===== config.mk =====
export PLATFORM = sky130hd
export DESIGN_NAME = ov5640_dvp_capture
export DESIGN_NICKNAME = d
export VERILOG_FILES = /design/src/rtl/video_pkg.sv /design/src/rtl/dvp_byte_packer.sv /design/src/rtl/ov5640_dvp_capture.sv
export SDC_FILE = /design/constraint.sdc
export NUM_CORES = 1
export LEC_CHECK = 0
export ABC_AREA = 1
export CAP_MARGIN = 20
export CORE_MARGIN = 2
export CORE_UTILIZATION = 45
export CTS_BUF_LIST = sky130_fd_sc_hd__clkbuf_4 sky130_fd_sc_hd__clkbuf_8
export CTS_CLUSTER_DIAMETER = 200
export DETAILED_ROUTE_END_ITERATION = 8
export PLACE_DENSITY_LB_ADDON = 0.3
export SYNTH_ARGS = -nofsm -noshare
export SYNTH_HDL_FRONTEND = slang
export SYNTH_SLANG_ARGS = --single-unit

===== constraint.sdc =====
create_clock -name clk_i -period 2.4 [get_ports clk_i]
set_input_delay 0.24 -clock clk_i [delete_from_list [all_inputs] [get_ports clk_i]]
set_output_delay 0.24 -clock clk_i [all_outputs]
set_load 0.05 [all_outputs]

===== src/rtl/video_pkg.sv =====
// Shared video definitions for the OV5640 DVP capture path: pixel width,
// capture FSM state encoding, default resolution and RGB565 packing helper.
package video_pkg;

  localparam int RGB565_W      = 16;
  localparam int DEFAULT_WIDTH = 640;
  localparam int DEFAULT_DEPTH = 480;

  typedef enum logic [2:0] {
    ST_IDLE       = 3'd0,
    ST_SKIP       = 3'd1,
    ST_WAIT_FRAME = 3'd2,
    ST_CAPTURE    = 3'd3,
    ST_DROP       = 3'd4
  } cap_state_e;

  // First byte on the bus is the high byte of the RGB565 word.
  function automatic logic [RGB565_W-1:0] pack_rgb565(input logic [7:0] hi,
                                                      input logic [7:0] lo);
    return {hi, lo};
  endfunction

endpackage


===== src/rtl/dvp_byte_packer.sv =====
// DVP input stage: registers VSYNC/HREF/D once, tracks the byte phase within
// a line and emits one registered pixel-valid pulse per byte pair, plus a
// registered end-of-line pulse aligned after the last pixel of the line.
module dvp_byte_packer
  import video_pkg::*;
(
  input  logic                clk_i,
  input  logic                resetn_i,
  input  logic                clear_i,
  input  logic                cam_vsync_i,
  input  logic                cam_href_i,
  input  logic [7:0]          cam_data_i,
  output logic                vsync_o,
  output logic                pix_valid_o,
  output logic [RGB565_W-1:0] pix_data_o,
  output logic                line_end_o
);

  logic                s_vsync_q;
  logic                s_href_q;
  logic [7:0]          s_data_q;
  logic                href_dly_q;
  logic                phase_q;
  logic                phase_d;
  logic [7:0]          hi_q;
  logic                pix_fire;
  logic                pix_valid_q;
  logic [RGB565_W-1:0] pix_data_q;
  logic                line_end_q;

  // Phase restarts on every line (and on capture entry) so a trailing odd
  // byte never pairs with the first byte of the next line.
  always_comb begin
    pix_fire = s_href_q & phase_q;
    phase_d  = phase_q;
    if (clear_i || !s_href_q) begin
      phase_d = 1'b0;
    end else begin
      phase_d = ~phase_q;
    end
  end

  // Single register stage on the raw camera pins.
  always_ff @(posedge clk_i or negedge resetn_i) begin
    if (!resetn_i) begin
      s_vsync_q <= 1'b0;
      s_href_q  <= 1'b0;
      s_data_q  <= 8'h00;
    end else begin
      s_vsync_q <= cam_vsync_i;
      s_href_q  <= cam_href_i;
      s_data_q  <= cam_data_i;
    end
  end

  // Byte pairing, pixel formation and href falling-edge detection.
  always_ff @(posedge clk_i or negedge resetn_i) begin
    if (!resetn_i) begin
      href_dly_q  <= 1'b0;
      phase_q     <= 1'b0;
      hi_q        <= 8'h00;
      pix_valid_q <= 1'b0;
      pix_data_q  <= '0;
      line_end_q  <= 1'b0;
    end else begin
      href_dly_q  <= s_href_q;
      line_end_q  <= href_dly_q & ~s_href_q;
      phase_q     <= phase_d;
      pix_valid_q <= pix_fire & ~clear_i;
      if (s_href_q && !phase_q) begin
        hi_q <= s_data_q;
      end
      if (pix_fire) begin
        pix_data_q <= pack_rgb565(hi_q, s_data_q);
      end
    end
  end

  assign vsync_o     = s_vsync_q;
  assign pix_valid_o = pix_valid_q;
  assign pix_data_o  = pix_data_q;
  assign line_end_o  = line_end_q;

endmodule


===== src/rtl/ov5640_dvp_capture.sv =====
// OV5640 DVP capture front end: frame sequencing (settle skip, capture, drop
// on overflow), cropping to the programmed resolution and FIFO write port.
module ov5640_dvp_capture
  import video_pkg::*;
#(
  parameter int DATA_WIDTH  = RGB565_W,
  parameter int CNT_WIDTH   = 16,
  parameter int SKIP_FRAMES = 2
) (
  input  logic                  clk_i,
  input  logic                  resetn_i,
  input  logic                  enable_i,
  input  logic [15:0]           resolution_width_i,
  input  logic [15:0]           resolution_depth_i,
  input  logic                  cam_vsync_i,
  input  logic                  cam_href_i,
  input  logic [7:0]            cam_data_i,
  input  logic                  fifo_cam_full,
  output logic                  fifo_cam_wr_en,
  output logic [DATA_WIDTH-1:0] fifo_cam_din,
  output logic                  frame_start_o,
  output logic                  frame_done_o,
  output logic [15:0]           frame_cnt_o,
  output logic                  overflow_o,
  output logic                  busy_o
);

  cap_state_e            state_q;
  logic [CNT_WIDTH-1:0]  skip_cnt_q;
  logic [CNT_WIDTH-1:0]  width_sh_q;
  logic [CNT_WIDTH-1:0]  depth_sh_q;
  logic [CNT_WIDTH-1:0]  col_q;
  logic [CNT_WIDTH-1:0]  col_d;
  logic [CNT_WIDTH-1:0]  row_q;
  logic [CNT_WIDTH-1:0]  row_d;
  logic                  vsync_dly_q;
  logic                  wr_en_q;
  logic [DATA_WIDTH-1:0] din_q;
  logic                  frame_start_q;
  logic                  frame_done_q;
  logic [15:0]           frame_cnt_q;
  logic                  overflow_q;

  logic                  s_vsync;
  logic                  pix_valid;
  logic [RGB565_W-1:0]   pix_data;
  logic                  line_end;
  logic                  vs_fall;
  logic                  vs_rise;
  logic                  write_due;
  logic                  capture_entry;

  dvp_byte_packer u_packer (
    .clk_i       (clk_i),
    .resetn_i    (resetn_i),
    .clear_i     (capture_entry),
    .cam_vsync_i (cam_vsync_i),
    .cam_href_i  (cam_href_i),
    .cam_data_i  (cam_data_i),
    .vsync_o     (s_vsync),
    .pix_valid_o (pix_valid),
    .pix_data_o  (pix_data),
    .line_end_o  (line_end)
  );

  // Frame edges, crop window test and next column/row counts.
  always_comb begin
    vs_fall   = vsync_dly_q & ~s_vsync;
    vs_rise   = ~vsync_dly_q & s_vsync;
    write_due = pix_valid && (col_q < width_sh_q) && (row_q < depth_sh_q);
    capture_entry = vs_fall && enable_i &&
                    (((state_q == ST_SKIP) && (skip_cnt_q == CNT_WIDTH'(SKIP_FRAMES))) ||
                     (state_q == ST_WAIT_FRAME));
    col_d = col_q;
    if (line_end) begin
      col_d = '0;
    end else if (pix_valid && (col_q != '1)) begin
      col_d = col_q + 1'b1;
    end
    row_d = row_q;
    if (line_end && (row_q != '1)) begin
      row_d = row_q + 1'b1;
    end
  end

  // Capture FSM with registered FIFO strobe, frame pulses and status.
  always_ff @(posedge clk_i or negedge resetn_i) begin
    if (!resetn_i) begin
      state_q       <= ST_IDLE;
      skip_cnt_q    <= '0;
      width_sh_q    <= '0;
      depth_sh_q    <= '0;
      col_q         <= '0;
      row_q         <= '0;
      vsync_dly_q   <= 1'b0;
      wr_en_q       <= 1'b0;
      din_q         <= '0;
      frame_start_q <= 1'b0;
      frame_done_q  <= 1'b0;
      frame_cnt_q   <= '0;
      overflow_q    <= 1'b0;
    end else begin
      vsync_dly_q   <= s_vsync;
      wr_en_q       <= 1'b0;
      frame_start_q <= 1'b0;
      frame_done_q  <= 1'b0;
      if (capture_entry) begin
        state_q       <= ST_CAPTURE;
        frame_start_q <= 1'b1;
        width_sh_q    <= CNT_WIDTH'(resolution_width_i);
        depth_sh_q    <= CNT_WIDTH'(resolution_depth_i);
        col_q         <= '0;
        row_q         <= '0;
      end else begin
        case (state_q)
          ST_IDLE: begin
            if (enable_i) begin
              state_q    <= ST_SKIP;
              skip_cnt_q <= '0;
            end
          end
          ST_SKIP: begin
            if (!enable_i) begin
              state_q <= ST_IDLE;
            end else if (vs_fall) begin
              skip_cnt_q <= skip_cnt_q + 1'b1;
            end
          end
          ST_WAIT_FRAME: begin
            // Enabled case is taken by capture_entry above.
            if (vs_fall) begin
              state_q <= ST_IDLE;
            end
          end
          ST_CAPTURE: begin
            if (vs_rise) begin
              frame_done_q <= 1'b1;
              frame_cnt_q  <= frame_cnt_q + 1'b1;
              state_q      <= ST_WAIT_FRAME;
            end else begin
              col_q <= col_d;
              row_q <= row_d;
              if (write_due) begin
                if (fifo_cam_full) begin
                  // Rest of the frame is abandoned so the next one starts aligned.
                  overflow_q <= 1'b1;
                  state_q    <= ST_DROP;
                end else begin
                  wr_en_q <= 1'b1;
                  din_q   <= DATA_WIDTH'(pix_data);
                end
              end
            end
          end
          ST_DROP: begin
            if (vs_rise) begin
              state_q <= ST_WAIT_FRAME;
            end
          end
          default: state_q <= ST_IDLE;
        endcase
      end
    end
  end

  assign fifo_cam_wr_en = wr_en_q;
  assign fifo_cam_din   = din_q;
  assign frame_start_o  = frame_start_q;
  assign frame_done_o   = frame_done_q;
  assign frame_cnt_o    = frame_cnt_q;
  assign overflow_o     = overflow_q;
  assign busy_o         = (state_q == ST_CAPTURE) || (state_q == ST_DROP);

endmodule


=== Yosys cells after proc, flatten, opt, wreduce, memory -nomap -nowiden ===
Cells that the tools add are included.

* Register bits after elaboration: 158
* Word-level logic and storage cells: 114
* Bits of input ports: 46

* Add/sub/neg operators: 4
* Reductions and logical operators: 25
* Multiplexer cells: 32
* Order comparisons: 2
* Equal/unequal tests: 17
* Bitwise logic cells: 12

{| class="wikitable"
|+ Operators by type and width
! kind !! number
|-
| two-way mux 16 bit || 12
|-
| adder 16 x 1 -> 16 bit, second input constant || 4
|-
| < comparator 16 bit || 2
|-
| != test 16 bit, second input constant || 2
|-
| case mux 16 bit (2 select lines) || 1
|-
| two-way mux 3 bit || 8
|-
| equality test 16 x 2 -> 1 bit, second input constant || 1
|-
| case mux 3 bit (5 select lines) || 1
|-
| AND reduction 5 bit || 3
|-
| != test 3 x 2 -> 1 bit, second input constant || 4
|-
| two-way mux 1 bit || 10
|-
| AND reduction 3 bit || 3
|-
| logical AND 1 bit || 8
|-
| != test 4 x 3 -> 1 bit, second input constant || 2
|-
| NOT 1 bit || 7
|-
| equality test 3 x 2 -> 1 bit, second input constant || 2
|-
| != test 2 bit, second input constant || 3
|-
| AND reduction 6 bit || 1
|-
| nonzero test 2 bit || 3
|-
| AND 1 bit || 5
|-
| equality test 3 x 1 -> 1 bit, second input constant || 1
|-
| equality test 3 bit, second input constant || 1
|-
| logical NOT 3 bit || 1
|-
| logical OR 1 bit || 3
|-
| 3 further kinds || 4
|}

=== Longest topological paths before layout ===
Gate-level depths: netlist of run 1.

* Depth in word-level cells: 7
* Gate-level depth with buffers: 14
* Mapped depth without buffers: 14

=== By module ===
Synthesis of run 1 repeated with hierarchy kept, for this count alone.

* Cell total of the unflattened synthesis: 972
* Area total of the unflattened synthesis: 8240.4 um2

{| class="wikitable"
|+ By module, submodules not included
! module !! cells an instance !! times used !! area an instance (um2)
|-
| ov5640_dvp_capture || 849 || 1 || 6872.8
|-
| dvp_byte_packer || 123 || 1 || 1367.6
|}

=== Worst setup path after synthesis of run 1 ===
OpenSTA, ideal clock, no wires.

* Path type: flip-flop to flip-flop
* Start point: register frame_cnt_q[0] (netlist: frame_cnt_o[0])
* End point: register frame_cnt_q[12] (netlist: frame_cnt_o[12])
* Required time: 2.318 ns
* Buffers on the path: 0
* Clock period less this slack: 1.822 ns
* Slack: 0.578 ns
* Cell stages (with the launch flop): 9
* Arrival time: 1.740 ns
* Cells stage by stage: dfrtp_1 ha_1 nand3_1 nor2_4 nand3_2 nor2_2 nand2_2 nor2_1 xor2_1

* Longest elaborated chain between the ends: 1

{| class="wikitable"
|+ Ends and longest elaborated chain
! what !! RTL line !! RTL
|-
| start, declared || ov5640_dvp_capture.sv:41 || <nowiki>logic [15:0] frame_cnt_q;</nowiki>
|-
| start signal, assigned || ov5640_dvp_capture.sv:138 || <nowiki>frame_cnt_q <= frame_cnt_q + 1'b1;</nowiki>
|-
| adder 16 x 1 -> 16 bit || ov5640_dvp_capture.sv:138 ||
|}

No other way between the ends.
A chain may end at the register's enable or synchronous reset.

=== Worst setup path in the final report of run 1 ===
* Start point: register state_q[1]
* End point: output busy_o

* Longest elaborated chain between the ends: 2

{| class="wikitable"
|+ Ends and longest elaborated chain
! what !! RTL line !! RTL
|-
| start, declared || ov5640_dvp_capture.sv:28 || <nowiki>cap_state_e state_q;</nowiki>
|-
| start signal, assigned || ov5640_dvp_capture.sv:89 || <nowiki>state_q <= ST_IDLE;</nowiki>
|-
| start signal, assigned || ov5640_dvp_capture.sv:108 || <nowiki>state_q <= ST_CAPTURE;</nowiki>
|-
| start signal, assigned || ov5640_dvp_capture.sv:118 || <nowiki>state_q <= ST_SKIP;</nowiki>
|-
| equality test 3 x 2 -> 1 bit / equality test 3 bit (equally long branches) || ov5640_dvp_capture.sv:172 || <nowiki>assign busy_o = (state_q == ST_CAPTURE) || (state_q == ST_DROP);</nowiki>
|-
| logical OR 1 bit (*) || ov5640_dvp_capture.sv:172 ||
|-
| end, declared || ov5640_dvp_capture.sv:25 || <nowiki>output logic busy_o</nowiki>
|}

Every way passes the cells marked *; elsewhere a longest branch is shown, timed or not.

==> flow_summary.toml, run 1 <==
[status]
status = "finished, final reports clean"

[timing]
setup_viol = 0
rsz0062_at_grt = "no"
fin_tns_setup_ns = 0
clock_skew_ns = 0.0185
fin_ws_ns = 0.267
relSlewSlack_pct = 51.2
fin_crit_ns = 2.13
holdWs_ns = 0.211
fmax_mhz = 469
worst_slew_pin_slew_ns = 0.730
fin_crit_sh_pct = 88.9
slew_violations = 0
final_hold_viol_count = 0

[critical_path]
r2r-end = "fifo_cam_din[14]"
crit_required_ns = 2.16
end_kind = "output port"
critPathLaunch = "state_q[1]"
timing.rr.start = "row_q[11]"
cp-endpoint = "busy_o"
worst-r2r-setup-slack_ns = 0.27
worstRegToRegCells = 10
crit_path_start_kind = "flop"
cp.arrival_ns = 1.89
critPathKind = "flop to output port"
cp_max_fo = 5

[layout]
final_cell_area_um2 = 9390
seqCellArea_um2 = 3950
synthToLayoutAreaGrowth_pct = 18.8
nFillCells = 1571
diodes = 0
multiInputGateArea_um2 = 3400
nNetsFinal = 1079
drive_gt1_share_pct = 9.69

[clock_network]
clk_path_buf_depth = 2
cts_sinks = 158
insertion_delay_ns = 0.46
cts_tree = "done"
cts_buffers = 17
cts_max_level = 4
postCtsSetupBuffers = 0
clockRootBuffer = "clkbuf_8"
clkTransAtPathRegs_ns = 0.10

[pwr]
seq_power_share_pct = 48.3
pwr-share-comb_pct = 25.6
p_sw_share_pct = 34.5
peakVddDrop_v = 0.000366
p_int_mw = 4.82
pwr-share-clk_pct = 26.1
p_leak_nw = 4.55
power.density_nw_per_um2 = 785
power_mw = 7.37
p_switching_mw = 2.54

[synthesis]
synth_cells = 906
syn_avg_cell_area_um2 = 8.72
ys_warn_count = 0
synth_top_area_cell = "dfrtp_1"
synthesis.area_um2 = 7900
yosys-top-cells-area = "dfrtp_1 (50%), nand2_1 (11%), ha_1 (5.5%)"
yosysUniqueCellTypes = 35
ys_ff_latch = 158
async_flop_share_pct = 100
synth_edf_count = 0
synth_fp_nets = 987
synth.yosys.seq_area_share_pct = 50.0
synth_flop_cell = "dfrtp_1"
yosysTopAreaCellShare_pct = 50.0

[hold_path]
whs_path_depth = 1
hold_class = "primary input to flop"

[floorplan]
io_pins = 83
die-area_um2 = 18600
fp-row-count = 48
die_w_um = 137
start_util_pct = 45.8
die_height_um = 137
core_area_um2 = 17200

[placement]
dp_hpwl_mm = 11.3
portBuffers = 82
place_worst_setup_slack_ns = 0.303
place_area_um2 = 9000
gp_congestion = 0.903

[detailed_routing]
drt-vias-per-instance = 4.93
via_count = 6099
drtIter0Drc = 329
wl_per_cell_um = 12.9
drc = 0
routed_wl_mm = 15.9
drt_pass1_iterations = 4
drtAntennaViolNets = 0

[global_routing]
grt_overflow = 0
antenna_found_initial = 0
grt_pass1_vias = 5773
grt_first_pass_wirelength_mm = 27.5
grt_max_degree = 49
grt_use_total_pct = 18.5

[job]
cap_violations = 0
## worst min path at each step
stage	startpoint	end	slack, ns
after CTS	cam_data_i[2]	u_packer.s_data_q[2]	0.19
after global routing	cam_data_i[1]	u_packer.s_data_q[1]	0.19
after global placement	resetn_i	width_sh_q[1]	0.22
final	cam_data_i[1]	u_packer.s_data_q[1]	0.21
after floorplan	resetn_i	col_q[0]	-0.06
after detailed placement	resetn_i	width_sh_q[3]	0.22
## synth_stat cells (2+ instances only)
master	count
buf_2	6
buf_6	3
dfrtp_1	158
nor2_4	5
clkbuf_1	10
nand2_1	242
inv_1	94
nor2_2	2
mux2_2	8
or2_2	3
nor3_2	2
ha_1	35
nand4_1	25
a31o_2	4
nor2_1	66
xor2_1	31
nand3_2	2
inv_2	5
o21ai_1	6
nor3_1	17
o31ai_1	21
o211ai_1	2
o21ai_0	64
a21oi_1	17
xnor2_1	10
buf_4	6
nand3_1	41
nand2_2	14
## flip-flops by register name (all words and copies together), names as in the netlist, 16 cells and up
name                 count
col_q                   16
depth_sh_q              16
fifo_cam_din            16
frame_cnt_o             16
row_q                   16
skip_cnt_q              16
u_packer.pix_data_o     16
width_sh_q              16
## worst max-delay path: stages, from the launching register on
cell           delay [ns]
dfrtp_1              0.45
nor3_1               0.29
inv_1                0.09
nand2_1              0.07
dlygate4sd2_1        0.55
## per-layer routing
layer  part of all wire [%]  wire length, um  track usage (%)  vias to the layer above
met1                     50             7980             26.3                     2855
met4                    1.2              194             5.21                        0
met3                    4.3              686             4.19                       18
met2                     44             7050             28.3                      101
met5                      0                0                0                        -
li1                       -                -                -                     3125
## layout by cell type (no fill, tap or decap), drive strengths merged, types with 3 or more instances in the layout
| cell type | synthesis | routed |
|---|---|---|
| xnor2 | 10 | 10 |
| mux2 | 8 | 8 |
| o31ai | 21 | 21 |
| o21ai | 70 | 70 |
| or2 | 3 | 3 |
| nor2 | 73 | 73 |
| nand4 | 26 | 26 |
| clkinv | 1 | 7 |
| ha | 35 | 35 |
| nand2 | 256 | 256 |
| clkdlybuf4s50 | 0 | 80 |
| nand3 | 43 | 43 |
| clkbuf | 10 | 19 |
| a21oi | 17 | 17 |
| o211ai | 3 | 3 |
| xor2 | 31 | 31 |
| a31o | 4 | 4 |
| inv | 99 | 105 |
| buf | 16 | 17 |
| dfrtp | 158 | 158 |
| nor3 | 19 | 19 |
## cell type report
cell class,count,share of cell area [%]
clock inverter,13,1.40
multi-input combinational,622,36.3
timing repair buffer,99,10.5
inverter,100,4.01
sequential,158,42.1
clock buffer,19,2.65
tap,225,3.00
## power by group through the flow
stage / logic [mW] / clock network (mW) / registers [mW]
finish: 1.88 / 1.92 / 3.56
global route: 2.21 / 2.10 / 3.63
CTS: 1.91 / 1.98 / 3.56
detailed placement: 1.90 / 0 / 3.61
global placement: 1.84 / 0 / 3.60
floorplan: 1.32 / 0 / 3.59
## metrics by stage
stage               util, %  instances
detailed placement     52.2       1203
global placement       52.2       1203
CTS                    54.4       1236
floorplan                 -        906
global route           54.4       1236
finish                 54.4       1236
## cell families (layout without fill, tap and decap cells)
family / after synthesis / count (layout) / synth area share (%)
muxes: 8 / 8 / 1.14
DFF: 158 / 158 / 50.0
buffers and inverters: 126 / 231 / 6.87
AOI/OAI and AO/OA: 117 / 117 / 8.49
adders and majority gates: 35 / 35 / 5.54
xor gates and xnor gates: 41 / 41 / 4.54
and+or+nand+nor: 421 / 421 / 23.4
## timing repair
action	4_1_cts	5_1_grt
endpoints found under the setup margin	1	0
hold endpoints to repair	45	0
resized for setup	1	0
hold buffers	1	0
Power figures use the tool's default switching activity.
==> run 2: changes to the inputs <==
--- a/config.mk
+++ b/config.mk
@@ -5,13 +5,15 @@
 export SDC_FILE = /design/constraint.sdc
 export NUM_CORES = 1
 export LEC_CHECK = 0
-export ABC_AREA = 1
+export ABC_AREA = 0
 export CAP_MARGIN = 20
 export CORE_MARGIN = 2
 export CORE_UTILIZATION = 45
 export CTS_BUF_LIST = sky130_fd_sc_hd__clkbuf_4 sky130_fd_sc_hd__clkbuf_8
 export CTS_CLUSTER_DIAMETER = 200
+export CTS_CLUSTER_SIZE = 14
 export DETAILED_ROUTE_END_ITERATION = 8
+export GPL_ROUTABILITY_DRIVEN = 0
 export PLACE_DENSITY_LB_ADDON = 0.3
 export SYNTH_ARGS = -nofsm -noshare
 export SYNTH_HDL_FRONTEND = slang
==> run 2 against run 1 <==
Net effect:
- first-iteration DRC count down 13%
- via count down 9.7%
- setup slack worse by 0.26 ns
- non-clock buffer count up 34
- clock power up 9%
- synthesized cell count down 23%
- critical path type is now flop to flop
- highest routed layer unchanged
==> flow_summary.toml, run 2 <==
[synthesis]
synth_edf_count = 0
synthesis.area_um2 = 7430
synth_fp_nets = 783
ys_warn_count = 0
syn_avg_cell_area_um2 = 10.6
synthXorXnorAreaFrac_pct = 4.83
synth_common_cells = "dfrtp_1 (158), nand2_1 (72), nor2_1 (60)"
async_flop_share_pct = 100
synth.yosys.seq_area_share_pct = 53.2
yosysUniqueCellTypes = 55
yosysTopAreaCellShare_pct = 53.2
synth_top_family_by_area = "simple AND/OR/NAND/NOR gates"
synthAdderAreaFrac_pct = 5.89
yosys-top-cells-area = "dfrtp_1 (53%), ha_1 (5.9%), mux2_2 (5.8%)"
synth_top_area_cell = "dfrtp_1"
yosysMostFrequentCell = "dfrtp_1"
synth_flop_cell = "dfrtp_1"
synth-simple-area-share_pct = 16.5
ys_ff_latch = 158
synthMuxAreaShare_pct = 6.70
synth_cells = 702
synth_compound_area_share_pct = 8.95

[detailed_routing]
drt-vias-per-instance = 5.21
drtIter0Drc = 287
wl_met3_um = 683
drt_pass1_iterations = 4
via_count = 5505
drtAntennaViolNets = 0
routed.top_layer = "met4"
wl_per_cell_um = 15.1
wl_met1_mm = 7.36
wl_met2_mm = 7.70
drc = 0
routed_wl_mm = 16.0

[pwr]
peakVddDrop_v = 0.000483
p_int_mw = 5.89
seq_power_share_pct = 41.4
pwr-share-comb_pct = 35.7
p_switching_mw = 3.28
power_mw = 9.18
power.density_nw_per_um2 = 963
pwr-share-clk_pct = 22.9
p_leak_nw = 4.24
p_sw_share_pct = 35.8

[global_routing]
grt_first_pass_wirelength_mm = 26.9
grt_pass1_vias = 5592
grt_overflow = 0
antenna_found_initial = 0
grt_use_total_pct = 18.9
grt_max_degree = 62

[hold_path]
hold_end = "u_packer.s_data_q[0]"
whs_path_depth = 1
min_from = "cam_data_i[0]"
hold_class = "primary input to flop"

[clock_network]
clkTransAtPathRegs_ns = 0.10
clockRootBuffer = "clkbuf_8"
cts_max_level = 4
cts_tree = "done"
cts_sinks = 158
insertion_delay_ns = 0.47
clk_path_buf_depth = 2
cts_buffers = 17

[placement]
dp_hpwl_mm = 11.1
place_area_um2 = 8730
portBuffers = 82

[critical_path]
worst-r2r-setup-slack_ns = 0.008
timing.rr.start = "width_sh_q[15]"
worstRegToRegCells = 10
cp_max_fo = 8
crit_family = "compound AO/OA/AOI/OAI gates"
path_cells = "inv_2, ha_4, a22oi_2, o211ai_1, a31oi_1, o311ai_2, nor2_2, and3b_2, clkbuf_16, mux2_2"
end_kind = "flop"
cp.arrival_ns = 2.75
crit_required_ns = 2.76
crit_path_start_kind = "flop"
timing.critical_path.buf_inv = 2
cpMaxStageDelayCell = "dfrtp_1"
critPathKind = "flop to flop"
slowest_delay_ns = 0.38
r2r-end = "fifo_cam_din[13]"

[floorplan]
core_area_um2 = 16000
die-area_um2 = 17600
io_pins = 83
fp-row-count = 46
start_util_pct = 46.5
die_w_um = 133
die_height_um = 133

[timing]
setup_viol = 0
worst_slew_pin_slew_ns = 0.780
fin_crit_ns = 2.39
relSlewSlack_pct = 47.9
slew_violations = 0
final_hold_viol_count = 0
rsz0062_at_grt = "yes"
fin_tns_setup_ns = 0
fin_crit_sh_pct = 99.7
clock_skew_ns = 0.0182
holdWs_ns = 0.206
fmax_mhz = 418

[layout]
layout_commonest_cell = "dfrtp_1"
nNetsFinal = 908
nFillCells = 1341
layout_common_cells = "dfrtp_1 (158), clkdlybuf4s50_1 (80), nand2_1 (70)"
drive_gt1_share_pct = 19.9
final_cell_area_um2 = 9530
diodes = 0
synthToLayoutAreaGrowth_pct = 28.2

[status]
status = "finished, final reports clean"

[job]
cap_violations = 0
[run 2: cell types whose count changed in the layout (fill, tap and decap cells not counted), moves of 21 or more]
cell / previous run / this run
nand2_1: 242 / 70
buf_4: 13 / 40
o21ai_0: 64 / 39
inv_1: 93 / 30
mux2_2: 8 / 38
nand3_1: 41 / 20
[run 2: worst register-to-register path, stage by stage, from the launching register on]
cell       delay, ns
dfrtp_1         0.38
inv_2           0.08
ha_4            0.20
a22oi_2         0.18
o211ai_1        0.15
a31oi_1         0.22
o311ai_2        0.15
nor2_2          0.17
and3b_2         0.28
clkbuf_16       0.18
mux2_2          0.33
[run 2: cell type report]
type	count	area (um^2)	area share [%]
clock inverter	13	164	1.72
multi-input combinational	482	3420	35.8
inverter	35	144	1.51
timing repair buffer	133	1320	13.9
sequential	158	3950	41.5
clock buffer	19	262	2.74
tap	216	270	2.84
[run 2: layer usage]
layer / global-route usage [%] / up-vias
li1: - / 2694
met1: 25.1 / 2671
met2: 30.1 / 121
met3: 4.21 / 19
met4: 7.71 / 0
met5: 0 / -
[run 2: timing repair]
item | CTS | global route
resized for setup | 8 | 54
hold endpoints to repair | 59 | 0
endpoints found under the setup margin | 18 | 88
hold buffers | 1 | 0
gates cloned | 0 | 3
setup buffers | 1 | 5
pin swaps | 3 | 17
[run 2: power groups by stage]
| stage | combinational [mW] | sequential, mW | clock [mW] |
|---|---|---|---|
| 4_1_cts | 2.97 | 3.78 | 2.16 |
| 5_1_grt | 3.67 | 3.90 | 2.28 |
| 2_1_floorplan | 1.59 | 4.02 | 0 |
| 6_report | 3.28 | 3.80 | 2.10 |
| 3_3_place_gp | 2.80 | 3.79 | 0 |
| 3_5_place_dp | 2.88 | 3.83 | 0 |
[run 2: stage by stage]
step | util (%) | cells | setup slack, ns
6_report | 59.6 | 1056 | 0.00755
5_1_grt | 59.6 | 1056 | -0.0962
4_1_cts | 57.5 | 1048 | -0.0206
3_5_place_dp | 54.6 | 1014 | -0.106
3_3_place_gp | 54.6 | 1014 | -0.0506
2_1_floorplan | - | 702 | 0.0614
[run 2: kinds of logic after synthesis]
group	after synthesis
fa+ha+maj	35
flops	158
buf+inv	62
xor+xnor	41
mux	44
compound gates	114
simple gates	248
[run 2: worst max-delay path by stage]
stage,slack [ns],depth (start not counted),start,to
global route,-0.1,10,skip_cnt_q[0],row_q[8]
global placement,-0.05,9,col_q[15],fifo_cam_din[12]
CTS,-0.02,9,row_q[14],fifo_cam_din[9]
finish,0.008,10,width_sh_q[15],fifo_cam_din[13]
floorplan,0.06,10,row_q[15],fifo_cam_din[10]
detailed placement,-0.11,9,row_q[15],fifo_cam_din[10]
==> run 3: changes to the inputs <==
--- a/config.mk
+++ b/config.mk
@@ -15,6 +15,7 @@
 export DETAILED_ROUTE_END_ITERATION = 8
 export GPL_ROUTABILITY_DRIVEN = 0
 export PLACE_DENSITY_LB_ADDON = 0.3
+export SLEW_MARGIN = 20
 export SYNTH_ARGS = -nofsm -noshare
 export SYNTH_HDL_FRONTEND = slang
 export SYNTH_SLANG_ARGS = --single-unit
==> results of run 3 <==
No change in the layout: final DEF, timing and power equal those of run 2.
